===== src/rtl/keystream_quantizer.sv =====
// Purpose : starts the chaotic PRNG, drops its first DISCARD_N triplets, folds each later
//           float32 word into a key byte (x[7:0]^x[15:8]) and serves the bytes from a FIFO.
// Latency : start -> prng_tvalid 1 cycle; prng_valid into an empty FIFO -> k_valid 1 cycle.
// Backpr. : k_ready stalls only the FIFO head; the PRNG cannot be stalled, so a triplet that
//           does not fit is dropped whole and the sticky overflow flag is raised.
// Ports   : clk/reset (async, active-high); start+num_bytes request a keystream;
//           prng_tvalid/prng_valid/prng_x0..2 talk to the PRNG; k_data/k_valid/k_ready
//           carry key bytes; busy (WARMUP|RUN), done, overflow report status.
module keystream_quantizer #(
    parameter int PRECISION  = 32,
    parameter int FIFO_DEPTH = 16,
    parameter int DISCARD_N  = 8
) (
    input  logic                 clk,
    input  logic                 reset,
    input  logic                 start,
    input  logic [31:0]          num_bytes,
    output logic                 prng_tvalid,
    input  logic                 prng_valid,
    input  logic [PRECISION-1:0] prng_x0,
    input  logic [PRECISION-1:0] prng_x1,
    input  logic [PRECISION-1:0] prng_x2,
    output logic [7:0]           k_data,
    output logic                 k_valid,
    input  logic                 k_ready,
    output logic                 busy,
    output logic                 done,
    output logic                 overflow
);

    localparam int AW = $clog2(FIFO_DEPTH);
    localparam int CW = AW + 1;
    localparam logic [7:0] DISC_LAST = (DISCARD_N == 0) ? 8'd0 : 8'(DISCARD_N - 1);

    typedef enum logic [1:0] {IDLE, WARMUP, RUN, DONE} state_t;

    state_t          state;
    logic [7:0]      mem [FIFO_DEPTH];
    logic [AW-1:0]   wr_ptr;
    logic [AW-1:0]   rd_ptr;
    logic [CW-1:0]   count;
    logic [CW-1:0]   count_next;
    logic [CW-1:0]   free;
    logic [CW-1:0]   w_ext;
    logic [31:0]     remaining;
    logic [7:0]      disc_cnt;
    logic [1:0]      w;
    logic [2:0][7:0] key_bytes;
    logic            wr_en;
    logic            drop;
    logic            pop;
    logic            unused_hi;

    // Only the low 16 bits of each word feed the key byte.
    assign unused_hi = ^{prng_x0[PRECISION-1:16], prng_x1[PRECISION-1:16],
                         prng_x2[PRECISION-1:16]};

    assign key_bytes[0] = prng_x0[7:0] ^ prng_x0[15:8];
    assign key_bytes[1] = prng_x1[7:0] ^ prng_x1[15:8];
    assign key_bytes[2] = prng_x2[7:0] ^ prng_x2[15:8];

    assign k_valid = (count != '0);
    assign k_data  = k_valid ? mem[rd_ptr] : 8'h00;
    assign pop     = k_valid & k_ready;

    always_comb begin
        w          = (remaining >= 32'd3) ? 2'd3 : remaining[1:0];
        w_ext      = {{(CW-2){1'b0}}, w};
        // Free space is judged on the start-of-cycle count; a same-cycle pop is not credited.
        free       = CW'(FIFO_DEPTH) - count;
        wr_en      = (state == RUN) && prng_valid && (free >= w_ext);
        drop       = (state == RUN) && prng_valid && (free < w_ext);
        count_next = count + (wr_en ? w_ext : '0) - (pop ? CW'(1) : '0);
    end

    // Storage needs no reset: k_data is masked while the FIFO is empty.
    always_ff @(posedge clk) begin
        if (wr_en) begin
            for (int i = 0; i < 3; i++) begin
                if (2'(i) < w) begin
                    mem[wr_ptr + AW'(i)] <= key_bytes[i];
                end
            end
        end
    end

    always_ff @(posedge clk or posedge reset) begin
        if (reset) begin
            state       <= IDLE;
            wr_ptr      <= '0;
            rd_ptr      <= '0;
            count       <= '0;
            remaining   <= '0;
            disc_cnt    <= '0;
            prng_tvalid <= 1'b0;
            busy        <= 1'b0;
            done        <= 1'b0;
            overflow    <= 1'b0;
        end else begin
            prng_tvalid <= 1'b0;
            count       <= count_next;
            if (pop) begin
                rd_ptr <= rd_ptr + AW'(1);
            end
            if (wr_en) begin
                wr_ptr <= wr_ptr + AW'(w);
            end
            case (state)
                IDLE, DONE: begin
                    if (start) begin
                        if (num_bytes != 32'd0) begin
                            remaining   <= num_bytes;
                            disc_cnt    <= '0;
                            prng_tvalid <= 1'b1;
                            overflow    <= 1'b0;
                            busy        <= 1'b1;
                            done        <= 1'b0;
                            state       <= (DISCARD_N == 0) ? RUN : WARMUP;
                        end else begin
                            done  <= 1'b1;
                            state <= DONE;
                        end
                    end
                end
                WARMUP: begin
                    if (prng_valid) begin
                        if (disc_cnt == DISC_LAST) begin
                            state <= RUN;
                        end else begin
                            disc_cnt <= disc_cnt + 8'd1;
                        end
                    end
                end
                RUN: begin
                    if (wr_en) begin
                        remaining <= remaining - 32'(w);
                    end
                    if (drop) begin
                        overflow <= 1'b1;
                    end
                    // A write with w>0 always leaves bytes behind, so the current
                    // remaining is enough to detect the end of the stream.
                    if ((remaining == 32'd0) && (count_next == '0)) begin
                        busy  <= 1'b0;
                        done  <= 1'b1;
                        state <= DONE;
                    end
                end
                default: state <= IDLE;
            endcase
        end
    end

endmodule

===== config.mk =====
export PLATFORM = sky130hd
export DESIGN_NAME = keystream_quantizer
export DESIGN_NICKNAME = d
export VERILOG_FILES = /design/src/rtl/keystream_quantizer.sv
export SDC_FILE = /design/constraint.sdc
export NUM_CORES = 1
export LEC_CHECK = 0
export BUFFER_PORTS_ARGS = -buffer_cell sky130_fd_sc_hd__buf_2
export CAP_MARGIN = 25
export CORE_MARGIN = 5
export CORE_UTILIZATION = 45
export CTS_BUF_LIST = sky130_fd_sc_hd__clkbuf_4
export CTS_CLUSTER_SIZE = 24
export DETAILED_ROUTE_END_ITERATION = 8
export SYNTH_ARGS = -nofsm -noshare
export SYNTH_HDL_FRONTEND = slang
export SYNTH_SLANG_ARGS = --single-unit

===== constraint.sdc =====
create_clock -name clk -period 6.9 [get_ports clk]
set_input_delay 0.69 -clock clk [delete_from_list [all_inputs] [get_ports clk]]
set_output_delay 0.69 -clock clk [all_outputs]
set_load 0.05 [all_outputs]

* After elaboration in Yosys (flattened, before gate mapping) *
Memories as Yosys holds them, arrays and structs flattened.
Index checks and enable logic that the tools add are counted.

word-level totals
  logic and storage cells = 103
  memories kept = 1
  flip-flop bits (word level) = 59
  output and inout bits = 13
  bits in writable memories = 128

operators by class
  magnitude comparators = 6
  bitwise gates (word level) = 4
  reduce and logical (&&, ||, !) cells = 18
  $add $sub $neg = 9
  mux-type cells = 43
  eq/ne operators = 12

memory list
  name  depth  width  read ports  clocked after Yosys merged registers in  wr ports  RTL line  source
  mem   16     8      1           0                                        3         38        logic [7:0] mem [FIFO_DEPTH];

operator list
  cell                   number
  $mux W32               3
  $pmux W32 S2           1
  $mux W8                5
  $ge A32 B2 Y1 const B  1
  $logic_not A32 Y1      1
  $reduce_bool A32 Y1    1
  $sub A32 B2 Y32        1
  $xor A8 B8 Y8          3
  $mux W1                22
  $pmux W8 S2            1
  $reduce_and A4 Y1      4
  $mux W2                7
  $ne A2 B2 Y1 const B   7
  $add A4 B1 Y4 const B  2
  $add A8 B1 Y8 const B  1
  $eq A8 B3 Y1 const B   1
  $pmux W1 S2            3
  $pmux W2 S3            1
  $add A5 B2 Y5          1
  $ge A5 B2 Y1           1
  $logic_not A5 Y1       1
  $lt A5 B2 Y1           1
  $reduce_and A5 Y1      1
  $reduce_bool A5 Y1     1
  other kinds (15)       21

* Depth between registers and ports, before layout *
Gate-level depths: netlist of the first run.

  depth after elaboration = 11
  depth in mapped cells = 23

* Worst setup path before layout of the first run *
Ideal clock, no wire load.

  path type = register -> register
  start point = reg remaining[2]
  end point = reg state[1]
  path slack = 1,146 ps
  buffers on the path = 3
  clock period less this slack = 5,754 ps
  data arrival time = 5,682 ps
  stages on the path, launching flop included = 22
  setup time = 72 ps
  path through = dfrtp_1 -> or3_1 -> or2_1 -> buf_6 -> or4_1 -> clkbuf_1 -> ha_1 -> nand2b_1 -> a211oi_1 -> a211oi_1 -> clkbuf_1 -> nand2_1 -> ha_1 -> inv_1 -> ha_1 -> inv_1 -> fa_1 -> inv_1 -> or4_1 -> a2111oi_4 -> mux2_2 -> nor2_1

between the ends
  longest elaborated chain between the ends = 11
  elaborated cells between the ends (all ways) = 12
  classes of those cells = add/sub: 2; order compare: 2; eq/ne: 1; mux: 2; reduce/logical: 5

RTL lines
  element                               RTL line  source
  from (decl)                           45        logic [31:0] remaining;
  from (signal assigned)                112       remaining <= num_bytes;
  from (signal assigned)                136       remaining <= remaining - 32'(w);
  $ge A32 B2 Y1 *                       67        w = (remaining >= 32'd3) ? 2'd3 : remaining[1:0];
  $mux W2 *                             67
  $ge A5 B2 Y1                          71        wr_en = (state == RUN) && prng_valid && (free >= w_ext);
  $logic_and A1 B1 Y1                   71
  $mux W2 *                             73        count_next = count + (wr_en ? w_ext : '0) - (pop ? CW'(1) : '0);
  $add A5 B2 Y5 *                       73
  $sub A5 B1 Y5 *                       73
  net count_next[1]                     42        logic [CW-1:0] count_next;
  $logic_not A5 Y1 *                    143       if ((remaining == 32'd0) && (count_next == '0)) begin
  $logic_and A1 B1 Y1 *                 143
  $ne A2 B1 Y1 (no source line) *       --
  $reduce_and A4 Y1 (no source line) *  --
  to (signal assigned)                  118       state <= (DISCARD_N == 0) ? RUN : WARMUP;
  to (decl)                             37        state_t state;

Mark *: on every way through the listed nets, which the timed path passes. The rest lies on a longest branch.
A chain may end at the register's enable or synchronous reset.

* Worst setup path after layout of the first run *
  start point = reg remaining[28]
  end point = reg state[1]

Same word-level chain as after synthesis.

==> results.json, run 1 <==
{
  "ctsHoldBuffers": 0,
  "crit_path_cell_trace": "nor3_1 -> nand4_1 -> or4_1 -> ha_1 -> nand2b_1 -> a211oi_1 -> a211oi_2 -> buf_4 -> nand2_1 -> ha_1 -> inv_1 -> ha_1 -> inv_1 -> fa_1 -> inv_1 -> or4_1 -> a2111oi_4 -> mux2_2 -> nor2_1",
  "register_area_sq_um": 5320,
  "antenna_found_initial": 1,
  "combPwrFrac_pct": 50.7,
  "hp-class": "input pin to async pin",
  "critPathKind": "register to register",
  "portBuffers": 97,
  "cp.arrival_ns": 6.55,
  "p_per_area_nw_per_um2": 350,
  "p_leak_nw": 6.10,
  "cts_buffer_depth": 2,
  "place_congestion": 0.849,
  "p_switching_w": 0.00221,
  "fillers": 2515,
  "synth.distinct_cells": 68,
  "path_clk_slew_ns": 0.20,
  "die_y_um": 177,
  "worst_path_max_delay_cell": "or4_1",
  "synth_edf_count": 128,
  "critPathLaunchType": "register",
  "wire_per_inst_um": 21.3,
  "clock_sinks": 187,
  "drive_gt1_share_pct": 20.9,
  "syn_nets": 1233,
  "relSlewSlack_pct": 30.5,
  "holdWs_ns": 0.293,
  "p_clk_share_pct": 13.6,
  "ir_drop_mv": 0.211,
  "drv_cap": 0,
  "synth_ff_type": "edfxtp_1",
  "fmaxAchievable_ghz": 0.166,
  "ctsResizeCount": 0,
  "sequentialPowerShare_pct": 35.7,
  "cp-end-kind": "register",
  "fin_nets": 1304,
  "cts-root-buf": "clkbuf_4",
  "grtUsageTotal_pct": 21.3,
  "setup_viol": 0,
  "period_share_pct": 87.1,
  "wl_mm": 32.9,
  "slew_violations": 0,
  "die_w_um": 177,
  "area_delta_synth_final_pct": 9.68,
  "drc": 0,
  "multi_input_area_sq_um": 6680,
  "insertion_delay_ns": 0.60,
  "hpwl_mm": 23.0,
  "via_count": 9152,
  "rsz0062_at_grt": "false",
  "grt_overflow": 0,
  "finClkSkew_ns": 0.0450,
  "grt_max_degree": 69,
  "synth_cells": 1078,
  "required_ns": 7.44,
  "syn_avg_cell_area_sq_um": 11.6,
  "switching_share_pct": 46.0,
  "path_max_fanout": 18,
  "internal_power_w": 0.00259,
  "core_area_sq_um": 27600,
  "post_cts_buffers": 0,
  "ys_seq_elements": 187,
  "firstDrtPassIters": 6,
  "async_flop_share_pct": 31.6,
  "htree_levels": 4,
  "slowest_delay_ns": 0.72,
  "synth.cell_area_sq_um": 12500,
  "fin_setup_tns_ns": 0,
  "status": "finished, final reports clean",
  "ios": 146,
  "start_util_pct": 45.3,
  "cts-buffers-inserted": 17,
  "worst-slew-pin-transition_ns": 1.04,
  "die_area_sq_um": 31300,
  "finalHoldViolCount": 0,
  "drt-initial-drc-count": 751,
  "fin_crit_ns": 6.01,
  "grt_pass1_wl_mm": 52.1,
  "ant_nets": 0,
  "yosysWarningCount": 0,
  "viasPerCell": 5.94,
  "cts_tree": "yes",
  "fp-row-count": 61,
  "grt_pass1_vias": 8960,
  "yosysSeqAreaShare_pct": 42.5
}
power groups by stage:
stage,combinational [W],clock (W),sequential (W)
CTS,0.00244,0.000667,0.00171
floorplan,0.00188,0,0.00163
finish,0.00244,0.000654,0.00172
detailed placement,0.00243,0,0.00174
global placement,0.00238,0,0.00173
global route,0.00267,0.000717,0.00175
state kept, by name, summed over array words and instances (netlist names):
register / count
prng_tvalid: 1
disc_cnt: 8
state: 2
wr_ptr: 4
overflow: 1
remaining: 32
count: 5
busy: 1
mem: 128
done: 1
rd_ptr: 4
layout by cell type, fill, tap and decap left out, types with 10 or more instances in the layout:
| cell | count |
|---|---|
| nor3_1 | 24 |
| nand4_1 | 19 |
| and2_1 | 15 |
| edfxtp_1 | 128 |
| o21ai_0 | 27 |
| xnor2_1 | 16 |
| mux2i_1 | 260 |
| nand3_1 | 18 |
| mux4_2 | 40 |
| a21oi_1 | 40 |
| clkbuf_4 | 17 |
| buf_4 | 46 |
| o211ai_1 | 14 |
| ha_1 | 19 |
| nor2_1 | 43 |
| xor2_1 | 22 |
| or3_1 | 13 |
| a2bb2oi_1 | 10 |
| nand2b_1 | 13 |
| dfrtp_1 | 58 |
| inv_1 | 25 |
| nor4_1 | 13 |
| nand2_1 | 48 |
| buf_2 | 97 |
Yosys cell counts (8+ instances only):
cell type  instances  area [sq um]
a21oi_1           40           200
a2bb2oi_1         10          87.6
and2_1            15          93.8
buf_2             15          75.1
buf_4              8          60.1
buf_6              9           101
clkbuf_1          54           203
dfrtp_1           59          1480
edfxtp_1         128          3840
ha_1              20           250
inv_1             26          97.6
mux2i_1          260          2600
mux4_2            40           901
nand2_1           48           180
nand2b_1          13          81.3
nand3_1           18          90.1
nand4_1           19           119
nor2_1            43           161
nor3_1            24           120
nor4_1            14          87.6
o211ai_1          14           105
o21ai_0           28           140
o22ai_1           10          62.6
or3_1             13          81.3
or4_1              9          67.6
xnor2_1           16           140
xor2_1            22           193
worst max-delay path, delay by kind of cell, from the launching register on:
family | cells | cell delay, ns
simple gates | 7 | 2.48
buf+inv | 4 | 0.40
fa+ha+maj | 4 | 1.17
flops | 1 | 0.47
mux | 1 | 0.38
compound gates | 3 | 1.04
metrics by stage:
step                      instances  utilization, %  area, sq um  power (W)  setup WS [ns]
after floorplan                1078               -        12500    0.00351           1.15
after global placement         1502            48.4        13400    0.00411           1.09
after detailed placement       1507            48.6        13400    0.00417          0.970
after CTS                      1539            49.7        13700    0.00481          0.906
after global routing           1541            49.7        13700    0.00514          0.439
final                          1541            49.7        13700    0.00481          0.890
worst paths after layout:
check                                    from            end  slack, ns  cells past startpoint
max in group asynchronous               reset      rd_ptr[0]       6.05                      3
worst min-delay path                    reset       overflow       0.29                      3
min in group clk                 num_bytes[7]   remaining[7]       0.38                      3
worst max register to register  remaining[28]       state[1]       0.89                     19
worst min register to register  remaining[31]  remaining[31]       0.52                      1
worst max-delay path            remaining[28]       state[1]       0.89                     19
cell type report:
| cell class | instances | area share (%) |
|---|---|---|
| Clock buffer | 17 | 0.929 |
| Clock inverter | 15 | 1.34 |
| Multi-Input combinational cell | 772 | 48.6 |
| Tap cell | 378 | 3.44 |
| Inverter | 27 | 0.738 |
| Antenna cell | 1 | 0.0182 |
| Timing Repair Buffer | 144 | 6.16 |
| Sequential cell | 187 | 38.7 |
cell families (layout without fill, tap and decap cells):
family,count (synthesis),after routing,share of synthesized area [%]
compound gates,162,162,8.95
simple gates,243,243,10.5
fa+ha+maj,22,22,2.32
flops,187,187,42.5
xor+xnor,38,38,2.66
buf+inv,119,203,4.50
other cells,0,1,0
mux,307,307,28.6
per-layer routing:
layer  routed length, um  track usage (%)  share of wire (%)
met5                   0                0                  0
met4                 351             4.26                1.1
met3                2260             3.95                6.9
met2               14700             32.1                 45
met1               15500             32.4                 47
(Power assumes the default switching activity.)
==> run 2, diff against run 1 <==
--- a/config.mk
+++ b/config.mk
@@ -7,7 +7,6 @@
 export LEC_CHECK = 0
 export BUFFER_PORTS_ARGS = -buffer_cell sky130_fd_sc_hd__buf_2
 export CAP_MARGIN = 25
-export CORE_MARGIN = 5
 export CORE_UTILIZATION = 45
 export CTS_BUF_LIST = sky130_fd_sc_hd__clkbuf_4
 export CTS_CLUSTER_SIZE = 24
==> results.json, run 2 (same netlist as run 1, synthesis figures left out) <==
{
  "status": "finished, final reports clean",
  "place_congestion": 0.866,
  "crit_path_cell_trace": "nor3_1 -> nand4_1 -> or4_1 -> ha_1 -> nand2b_1 -> a211oi_1 -> a211oi_2 -> buf_4 -> nand2_1 -> ha_1 -> inv_1 -> ha_1 -> inv_1 -> fa_1 -> inv_1 -> or4_1 -> a2111oi_4 -> mux2_2 -> nor2_1",
  "viasPerCell": 5.98,
  "cp.arrival_ns": 6.52,
  "fmaxAchievable_ghz": 0.167,
  "relSlewSlack_pct": 27.9,
  "p_leak_nw": 6.12,
  "mostFrequentLayoutCells": "260 x mux2i_1, 128 x edfxtp_1, 97 x buf_2, 58 x dfrtp_1, 48 x nand2_1",
  "htree_levels": 4,
  "cts_tree": "yes",
  "fin_crit_ns": 5.98,
  "insertion_delay_ns": 0.62,
  "via_count": 9184,
  "drt-initial-drc-count": 631,
  "antenna_found_initial": 1,
  "die_y_um": 169,
  "finClkSkew_ns": 0.0453,
  "grtUsageTotal_pct": 24.1,
  "cp-end-kind": "register",
  "rsz0062_at_grt": "false",
  "firstDrtPassIters": 5,
  "wl_met3_mm": 1.95,
  "fp-row-count": 60,
  "area_delta_synth_final_pct": 9.84,
  "reg2reg_from": "remaining[28]",
  "largest_reg_flops": 128,
  "grt_overflow": 0,
  "core_area_sq_um": 27100,
  "holdWs_ns": 0.279,
  "cts-root-buf": "clkbuf_4",
  "drive_gt1_share_pct": 21.1,
  "highest_layer": "met4",
  "post_cts_buffers": 0,
  "critPathKind": "register to register",
  "ctsResizeCount": 0,
  "fin_setup_tns_ns": 0,
  "cp-startpoint": "remaining[28]",
  "wire_per_inst_um": 21.8,
  "setup_viol": 0,
  "path_clk_slew_ns": 0.19,
  "hpwl_mm": 22.8,
  "ctsHoldBuffers": 0,
  "ir_drop_mv": 0.168,
  "wl_met1_mm": 15.9,
  "wl_mm": 33.5,
  "wl_met2_mm": 15.3,
  "fin_nets": 1305,
  "portBuffers": 97,
  "clock_sinks": 187,
  "drc": 0,
  "required_ns": 7.44,
  "hp-class": "input pin to async pin",
  "fillers": 2468,
  "cts_buffer_depth": 2,
  "drv_cap": 0,
  "slowest_delay_ns": 0.70,
  "finalHoldViolCount": 0,
  "ant_nets": 0,
  "reg_top3": "mem (128), remaining (32), disc_cnt (8)",
  "worst_path_max_delay_cell": "or4_1",
  "grt_pass1_vias": 8864,
  "slew_violations": 0,
  "p_per_area_nw_per_um2": 352,
  "die_area_sq_um": 28500,
  "period_share_pct": 86.7,
  "worst-slew-pin-transition_ns": 1.08,
  "cts-buffers-inserted": 17,
  "ios": 146,
  "grt_pass1_wl_mm": 52.0,
  "regMostFlops": "mem",
  "start_util_pct": 46.2,
  "path_max_fanout": 18,
  "final_common_cell": "mux2i_1",
  "die_w_um": 169,
  "grt_max_degree": 69,
  "critPathLaunchType": "register"
}
-- run 2: cell types whose count changed in the layout (fill, tap and decap cells not counted), sizes merged --
cell and delta:
inv -1, buf +1, clkinvlp -1, clkinv +2
-- run 2: worst max-delay path: cells and delay by family (launching register included) --
kind                     cells  cell delay, ns
flip-flops                   1            0.45
AO/OA/AOI/OAI                3            1.03
AND/OR/NAND/NOR              7            2.49
buffers and inverters        4            0.38
multiplexers                 1            0.39
adder cells (fa/ha/maj)      4            1.17
-- run 2: path summary, 6_finish.rpt --
path                                       to  slack [ns]  cells after the start
min in group clk                remaining[12]        0.39                      3
max in group asynchronous           rd_ptr[0]        6.05                      3
worst min register to register  remaining[31]        0.53                      1
worst min-delay path              disc_cnt[5]        0.28                      3
worst max register to register       state[1]        0.92                     19
worst max-delay path                 state[1]        0.92                     19
-- run 2: per-layer routing --
layer | up-vias | global-route usage (%)
met5 | - | 0
met4 | 0 | 5.61
met3 | 33 | 3.65
met2 | 298 | 37.0
met1 | 4559 | 35.7
li1 | 4294 | -
-- run 2: area by class of cell --
class / instances / area (sq um) / share of cell area (%)
clock buffers: 17 / 128 / 0.928
multi-input cells: 772 / 6690 / 48.6
flip-flops and latches: 187 / 5320 / 38.7
clock inverters: 15 / 190 / 1.38
diodes: 1 / 2.50 / 0.0182
repair buffers: 145 / 861 / 6.26
well taps: 372 / 465 / 3.38
inverters: 27 / 101 / 0.737
-- run 2: report_power, final --
group	switching, W	internal, W	total [W]
logic	0.00150	0.000975	0.00248
clock network	0.000480	0.000176	0.000656
registers	0.000253	0.00146	0.00171
total	0.00224	0.00261	0.00484
-- run 2: stage by stage --
stage	instance area, sq um	total power (W)	utilization (%)	instances	setup WS (ns)
2_1_floorplan	12500	0.00351	-	1078	1.15
5_1_grt	13800	0.00515	50.8	1536	0.567
3_3_place_gp	13400	0.00413	49.4	1498	1.07
4_1_cts	13700	0.00483	50.6	1532	0.920
6_report	13800	0.00484	50.8	1536	0.916
3_5_place_dp	13400	0.00418	49.5	1500	0.998
==> run 3, diff against run 2 <==
--- a/config.mk
+++ b/config.mk
@@ -11,6 +11,7 @@
 export CTS_BUF_LIST = sky130_fd_sc_hd__clkbuf_4
 export CTS_CLUSTER_SIZE = 24
 export DETAILED_ROUTE_END_ITERATION = 8
+export PLACE_DENSITY = 0.64
 export SYNTH_ARGS = -nofsm -noshare
 export SYNTH_HDL_FRONTEND = slang
 export SYNTH_SLANG_ARGS = --single-unit
==> results.json, run 3 (same netlist as run 1, synthesis figures left out) <==
{
  "status": "finished, final reports clean",
  "largest_reg_flops": 128,
  "path_clk_slew_ns": 0.20,
  "drc": 0,
  "required_ns": 7.47,
  "crit_family": "simple AND/OR/NAND/NOR gates",
  "reg2reg_from": "remaining[10]",
  "grt_pass1_wl_mm": 52.3,
  "fillers": 2463,
  "via_count": 9220,
  "fin_nets": 1306,
  "final_common_cell": "mux2i_1",
  "regMostFlops": "mem",
  "antenna_found_initial": 1,
  "cp.arrival_ns": 6.60,
  "critPathLaunchType": "register",
  "grt_max_degree": 69,
  "rsz0062_at_grt": "false",
  "crit_cells": 19,
  "cts_tree": "yes",
  "place_congestion": 0.849,
  "period_share_pct": 87.4,
  "cts_buffer_depth": 2,
  "ctsHoldBuffers": 0,
  "hpwl_mm": 22.1,
  "firstDrtPassIters": 5,
  "place_worst_setup_slack_ns": 0.953,
  "hp-class": "input pin to async pin",
  "fin_crit_ns": 6.03,
  "path_max_fanout": 18,
  "htree_levels": 4,
  "finalHoldViolCount": 0,
  "cts-buffers-inserted": 17,
  "critPathCapture": "state[1]",
  "cp-end-kind": "register",
  "fin_setup_tns_ns": 0,
  "crit_path_cell_trace": "nor3_2 -> nand4_2 -> or4_1 -> ha_1 -> nand2b_1 -> a211oi_1 -> a211oi_2 -> buf_4 -> nand2_1 -> ha_1 -> inv_1 -> ha_1 -> inv_1 -> fa_1 -> inv_1 -> or4_1 -> a2111oi_4 -> mux2_2 -> nor2_1",
  "relSlewSlack_pct": 33.7,
  "critPathKind": "register to register",
  "crit_buf_inv": 4,
  "drive_gt1_share_pct": 21.0,
  "ir_drop_mv": 0.176,
  "worstRegToRegCells": 19,
  "worst_path_max_delay_cell": "or4_1",
  "slowest_delay_ns": 0.74,
  "die_y_um": 169,
  "p_leak_nw": 6.12,
  "grtUsageTotal_pct": 24.0,
  "p_per_area_nw_per_um2": 350,
  "slew_violations": 0,
  "wl_mm": 33.1,
  "reg_top3": "mem (128), remaining (32), disc_cnt (8)",
  "finClkSkew_ns": 0.0449,
  "post_cts_buffers": 0,
  "mostFrequentLayoutCells": "260 x mux2i_1, 128 x edfxtp_1, 97 x buf_2, 58 x dfrtp_1, 48 x nand2_1",
  "worst_slack_ns": 0.870,
  "core_area_sq_um": 27100,
  "fmaxAchievable_ghz": 0.166,
  "grt_overflow": 0,
  "worstReg2RegEnd": "state[1]",
  "ios": 146,
  "area_delta_synth_final_pct": 9.79,
  "cp-startpoint": "remaining[10]",
  "clock_sinks": 187,
  "multi_input_area_sq_um": 6680,
  "ff2ff_setup_slack_ns": 0.87,
  "register_area_sq_um": 5320,
  "insertion_delay_ns": 0.63,
  "cts-root-buf": "clkbuf_4",
  "setup_viol": 0,
  "viasPerCell": 6.00,
  "grt_pass1_vias": 8988,
  "wire_per_inst_um": 21.5,
  "die_w_um": 169,
  "start_util_pct": 46.2,
  "worst-slew-pin-transition_ns": 0.993,
  "ctsResizeCount": 0,
  "die_area_sq_um": 28500,
  "final_util_pct": 50.7,
  "drt-initial-drc-count": 786,
  "drv_cap": 0,
  "portBuffers": 97,
  "ant_nets": 0,
  "fp-row-count": 60
}
[run 3: final cells by class]
type,count,share of cell area (%)
inverters,27,0.737
clock buffers,17,0.928
well taps,372,3.39
repair buffers,146,6.26
multi-input cells,772,48.6
flip-flops and latches,187,38.7
diodes,1,0.0182
clock inverters,15,1.38
[run 3: worst register-to-register path, cell delays in order, from the launching register on]
cell	delay, ns
dfrtp_1	0.46
nor3_2	0.42
nand4_2	0.35
or4_1	0.75
ha_1	0.32
nand2b_1	0.23
a211oi_1	0.48
a211oi_2	0.14
buf_4	0.23
nand2_1	0.08
ha_1	0.23
inv_1	0.06
ha_1	0.15
inv_1	0.06
fa_1	0.47
inv_1	0.05
or4_1	0.56
a2111oi_4	0.46
mux2_2	0.39
nor2_1	0.10
[run 3: how the worst min path moves through the flow]
stage / endpoint / slack, ns / cells past startpoint
after global routing: count[1] / 0.33 / 3
after global placement: remaining[31] / 0.48 / 1
after CTS: count[2] / 0.28 / 3
final: rd_ptr[2] / 0.25 / 3
after floorplan: remaining[7] / 0.46 / 2
after detailed placement: remaining[31] / 0.48 / 1
[run 3: per-stage QoR]
stage	total power [W]	instance area [sq um]	cells	hold slack [ns]
global route	0.00513	13700	1537	0.328
detailed placement	0.00416	13400	1500	0.484
CTS	0.00482	13700	1532	0.275
global placement	0.00410	13400	1498	0.479
floorplan	0.00351	12500	1078	0.461
finish	0.00481	13700	1537	0.252
[run 3: report_power, final]
group | internal, W | switching [W]
Clock | 0.000175 | 0.000484
Sequential | 0.00146 | 0.000249
Combinational | 0.000963 | 0.00148
Total | 0.00259 | 0.00222
[run 3: layer usage]
metal / vias to the layer above / part of all wire [%] / wire, um / track usage [%]
met4: 0 / 1.1 / 356 / 6.17
met2: 330 / 47 / 15400 / 38.1
met3: 27 / 6.3 / 2070 / 3.11
met1: 4573 / 46 / 15200 / 34.8
li1: 4290 / - / - / -
met5: - / 0 / 0 / 0
